--- src/rtl/ram_arbiter.sv ---
// Two-master arbiter in front of a single-port, 1-cycle-latency data RAM.
// M0 is the core LSU port and M1 is the debug memory port, which can lock the RAM for itself.
module ram_arbiter #(
  parameter int DEPTH  = 8192,
  parameter int ADDR_W = 32
) (
  input  logic                         clk,
  input  logic                         rst,

  input  logic                         m0_req,
  input  logic                         m0_we,
  input  logic [ADDR_W-1:0]            m0_addr,
  input  logic [31:0]                  m0_wdata,
  input  logic [3:0]                   m0_be,
  output logic                         m0_gnt,
  output logic                         m0_rvalid,
  output logic [31:0]                  m0_rdata,
  output logic                         m0_err,

  input  logic                         m1_req,
  input  logic                         m1_we,
  input  logic [ADDR_W-1:0]            m1_addr,
  input  logic [31:0]                  m1_wdata,
  input  logic [3:0]                   m1_be,
  input  logic                         m1_lock,
  output logic                         m1_gnt,
  output logic                         m1_rvalid,
  output logic [31:0]                  m1_rdata,
  output logic                         m1_err,

  output logic                         ram_en,
  output logic [3:0]                   ram_we,
  output logic [$clog2(DEPTH/4)-1:0]   ram_addr,
  output logic [31:0]                  ram_wdata,
  input  logic [31:0]                  ram_rdata
);

  localparam int WORDS  = DEPTH / 4;
  localparam int RAM_AW = $clog2(WORDS);
  localparam logic [ADDR_W-3:0] WORD_LIMIT = (ADDR_W-2)'(WORDS);

  typedef enum logic {
    ARB    = 1'b0,
    LOCKED = 1'b1
  } state_t;

  state_t              r_state;
  logic                r_last;
  logic                r_rvalid;
  logic                r_who;
  logic                r_err;
  logic                r_read;

  logic                w_gnt0;
  logic                w_gnt1;
  logic                w_anyGnt;
  logic                w_we;
  logic [ADDR_W-1:0]   w_addr;
  logic [ADDR_W-3:0]   w_wordIdx;
  logic [31:0]         w_wdata;
  logic [3:0]          w_be;
  logic                w_inRange;
  logic [31:0]         w_rdata;
  logic                w_unused;

  // r_last = 1 means M1 had the most recent grant, so M0 wins the next conflict.
  always_comb begin
    w_gnt0 = 1'b0;
    w_gnt1 = 1'b0;
    if (!rst) begin
      if (r_state == LOCKED) begin
        w_gnt1 = m1_req;
      end else if (m0_req && m1_req) begin
        w_gnt0 = r_last;
        w_gnt1 = !r_last;
      end else begin
        w_gnt0 = m0_req;
        w_gnt1 = m1_req;
      end
    end
  end

  assign w_anyGnt  = w_gnt0 | w_gnt1;
  assign w_we      = w_gnt1 ? m1_we    : m0_we;
  assign w_addr    = w_gnt1 ? m1_addr  : m0_addr;
  assign w_wdata   = w_gnt1 ? m1_wdata : m0_wdata;
  assign w_be      = w_gnt1 ? m1_be    : m0_be;
  assign w_wordIdx = w_addr[ADDR_W-1:2];
  assign w_inRange = (w_wordIdx < WORD_LIMIT);
  assign w_unused  = ^w_addr[1:0];

  assign m0_gnt    = w_gnt0;
  assign m1_gnt    = w_gnt1;
  // Out-of-range grants are still acknowledged but never touch the RAM.
  assign ram_en    = w_anyGnt && w_inRange;
  assign ram_we    = (ram_en && w_we) ? w_be : 4'b0000;
  assign ram_addr  = w_wordIdx[RAM_AW-1:0];
  assign ram_wdata = w_wdata;

  always_ff @(posedge clk or posedge rst) begin
    if (rst) begin
      r_state  <= ARB;
      r_last   <= 1'b1;
      r_rvalid <= 1'b0;
      r_who    <= 1'b0;
      r_err    <= 1'b0;
      r_read   <= 1'b0;
    end else begin
      r_rvalid <= w_anyGnt;
      if (w_anyGnt) begin
        r_who  <= w_gnt1;
        r_err  <= !w_inRange;
        r_read <= !w_we;
        r_last <= w_gnt1;
      end
      case (r_state)
        ARB:     if (w_gnt1 && m1_lock) r_state <= LOCKED;
        LOCKED:  if (!m1_lock)          r_state <= ARB;
        default:                        r_state <= ARB;
      endcase
    end
  end

  // Only in-range reads return RAM data; writes and errors respond with zero.
  assign w_rdata   = (r_rvalid && r_read && !r_err) ? ram_rdata : 32'h0;

  assign m0_rvalid = r_rvalid && !r_who;
  assign m0_rdata  = m0_rvalid ? w_rdata : 32'h0;
  assign m0_err    = m0_rvalid && r_err;

  assign m1_rvalid = r_rvalid && r_who;
  assign m1_rdata  = m1_rvalid ? w_rdata : 32'h0;
  assign m1_err    = m1_rvalid && r_err;

endmodule

--- config.mk ---
export PLATFORM = sky130hd
export DESIGN_NAME = ram_arbiter
export DESIGN_NICKNAME = d
export VERILOG_FILES = /design/src/rtl/ram_arbiter.sv
export SDC_FILE = /design/constraint.sdc
export NUM_CORES = 1
export LEC_CHECK = 0
export BUFFER_PORTS_ARGS = -buffer_cell sky130_fd_sc_hd__buf_2
export CORE_AREA = 4 4 112 114
export DETAILED_ROUTE_END_ITERATION = 10
export DIE_AREA = 0 0 116 118
export MAX_ROUTING_LAYER = met4
export SLEW_MARGIN = 20
export SYNTH_ARGS = -nofsm -noshare
export SYNTH_HDL_FRONTEND = slang
export SYNTH_SLANG_ARGS = --single-unit
--- constraint.sdc ---
create_clock -name clk -period 4.82 [get_ports clk]
set_input_delay 0.241 -clock clk [delete_from_list [all_inputs] [get_ports clk]]
set_output_delay 0.241 -clock clk [all_outputs]
set_load 0.01 [all_outputs]
==> flow_metrics.py <==
metrics = {
    "grt": {
        "grt_use_total_pct": 11.25,
        "overflow": 0,
        "grt_pass1_vias": 2396,
        "grt_pass1_wl_um": 12100,
        "antenna_found_initial": 0,
        "grt_max_degree": 49,
    },
    "yosys": {
        "ys_async_sr_fraction_pct": 100.0,
        "ys_seq_area_share_pct": 10.24,
        "avgSynthCellArea_um2": 5.623,
        "yosysMostFrequentCell": "nand2_1",
        "synth_flop_cell": "dfrtp_1",
        "synth_area_leaders": "nand2_1 33%, and2_1 28%, dfrtp_1 8.5%, nor4b_2 4.1%, mux2i_1 2.7%",
        "yosysTopAreaCellShare_pct": 32.99,
        "yosysTopAreaCell": "nand2_1",
        "yosysUniqueCellTypes": 30,
        "ys_top_cells_by_count": "130 x nand2_1, 66 x and2_1, 7 x clkbuf_1",
        "ys_warn_count": 0,
        "syn_area_mm2": 0.001479,
        "synth_edf_count": 0,
        "ys_ff_latch": 6,
        "syn_inst": 263,
        "synth_nets": 438,
    },
    "sta": {
        "tightestPinTransition_ns": 0.8537,
        "finalSetupViolations": 0,
        "hold_slack_ns": 0.2244,
        "finalHoldViolations": 0,
        "maxClockFrequency_ghz": 0.3375,
        "clock_skew_ns": 0.001658,
        "slew_headroom_pct": 43.09,
        "slew_viol_final": 0,
        "period_share_pct": 61.47,
        "final.setup.tns_ns": 0,
        "setup_ws_ns": 1.857,
        "rsz0062_at_grt": "no",
        "fin_crit_ns": 2.963,
    },
    "finish": {
        "num_antenna_cells": 0,
        "final_core_util_pct": 27.47,
        "area_delta_synth_final_pct": 112.1,
        "layout.cells.non_filler": 685,
        "layout-drive-gt1-share_pct": 56.27,
        "fin_nets": 718,
        "fillers": 1293,
        "postLayoutCellArea_mm2": 0.003137,
    },
    "setup_path": {
        "critPathSlowestCell": "mux2i_2",
        "setup.worst_path.end_class": "output pin",
        "reg2reg_slack_ns": 2.73,
        "worst_path_most_repeated_cell": "buf_2",
        "startpoint": "rst",
        "path_class": "primary input to output pin",
        "path_buf_inv": 4,
        "crit_path_start_kind": "primary input",
        "crit_required_ns": 4.58,
        "path_delay_family": "buffers and inverters",
        "crit_chain": "dlygate4sd3_1 > buf_2 > nor2b_1 > nand2_2 > inv_2 > mux2i_2 > nor4b_2 > buf_2",
        "reg2reg_from": "r_state$_DFF_PP0_",
        "slowest_delay_ns": 0.56,
        "crit_arrival_ns": 2.72,
        "worst-path-max-fanout": 46,
    },
    "route": {
        "drt.antenna.violating_nets": 0,
        "drc_errors": 0,
        "vias_per_cell": 3.858,
        "vias": 2643,
        "wl_um": 8438,
        "dr.pass1.iters": 4,
        "routedWlPerCell_um": 12.32,
        "first_iter_violations": 53,
    },
    "clocking": {
        "post-cts-setup-buffers": 0,
        "cts_buffers": 3,
        "cts.clk_slew.worst_paths_ns": 0.04,
        "clkSinkCount": 6,
        "ctsHtreeMaxLevel": 1,
        "clockBufferDepth": 2,
        "cts_tree": "done",
        "clk-insertion-delay-late_ns": 0.23,
        "cts.repair.resized": 0,
        "clockRootBuffer": "clkbuf_16",
    },
    "placed_design": {
        "place_congestion": 0.7780,
        "place_ws_ns": 2.346,
        "place_inst": 680,
        "placement.io_buffers": 288,
        "dp_hpwl_um": 7348,
        "placed_area_mm2": 0.003048,
    },
    "die": {
        "die_h_um": 118,
        "fp.dieW_um": 116,
        "core_area_mm2": 0.01142,
        "rows": 39,
        "die-area_mm2": 0.01369,
        "io_pins": 293,
        "start_util_pct": 12.95,
    },
    "pwr": {
        "switching_share_pct": 34.61,
        "switching_power_mw": 0.1439,
        "clockPowerShare_pct": 33.3,
        "power.density_mw_per_mm2": 132.6,
        "p_total_mw": 0.4159,
        "vdd_drop_max_v": 0.00009013,
        "p_leak_nw": 2.079,
        "combPwrFrac_pct": 51.3,
        "power.internal_mw": 0.2719,
        "p_seq_share_pct": 15.4,
    },
    "min_path": {
        "min_from": "m1_lock",
        "hp-class": "primary input to flop",
    },
    "run": {
        "drv_cap": 0,
    },
    "outcome": {
        "status": "complete, no violations",
    },
}
-- placed cells by master (no fill, tap or decap), drive strengths merged, types with 2 or more instances in the layout --
cell type  netlist  routed
mux2i            5       5
inv              3       3
nor4b            4       4
clkbuf           7       4
nor2b            4       4
and3             2       2
and2            66      66
nor3             4       4
and3b            2       2
nor4             6       6
mux2             2       2
dfrtp            5       5
nor2             3       3
or4              2       2
nand2          130     130
buf              8     289
-- cells by family (layout without fill, tap and decap cells) --
logic type / after synthesis / count (layout) / synth area share (%)
buf+inv: 18 / 297 / 4.907
simple gates: 227 / 227 / 76.31
flops: 6 / 6 / 10.24
compound gates: 5 / 5 / 3.384
mux: 7 / 7 / 5.161
-- final timing paths --
check,end,cells after the start
setup / recovery,ram_we[1],8
hold / removal,r_state$_DFF_PP0_,2
setup reg to reg,r_read$_DFFE_PP0N_,5
hold reg to reg,r_read$_DFFE_PP0N_,1
max in group asynchronous,r_last$_DFFE_PP1N_,3
min in group asynchronous,r_state$_DFF_PP0_,3
-- cell type report --
cell class / count / area, um^2 / share of cell area, %
inverter: 3 / 11.26 / 0.3590
timing repair buffer: 290 / 1459 / 46.51
multi-input combinational: 239 / 1257 / 40.09
clock buffer: 4 / 78.83 / 2.513
tap: 143 / 178.9 / 5.704
sequential: 6 / 151.4 / 4.826
-- state kept, by name, summed over array words and instances (netlist names) --
signal    cells
r_last        1
r_read        1
r_rvalid      1
r_state       1
r_who         1
r_err         1
-- metal layers --
metal,GRT usage (%),vias up,wire (um)
met2,20.58,170,4259
met4,1.740,0,54
met1,12.76,1078,3141
met3,2.159,4,982
li1,-,1391,-
met5,-,-,0
-- power groups by stage --
stage / Combinational (mW) / Clock (mW) / Sequential [mW]
after floorplan: 0.0920 / 0 / 0.0625
after global placement: 0.215 / 0 / 0.0643
after detailed placement: 0.217 / 0 / 0.0643
after CTS: 0.218 / 0.140 / 0.0642
after global routing: 0.240 / 0.144 / 0.0651
final: 0.213 / 0.139 / 0.0641
-- timing repair --
item | CTS | global route
hold buffers | 1 | 0
endpoints found under the setup margin | 0 | 0
endpoints found under the hold margin | 5 | 0
No activity file was read; power rests on OpenSTA's default activity.
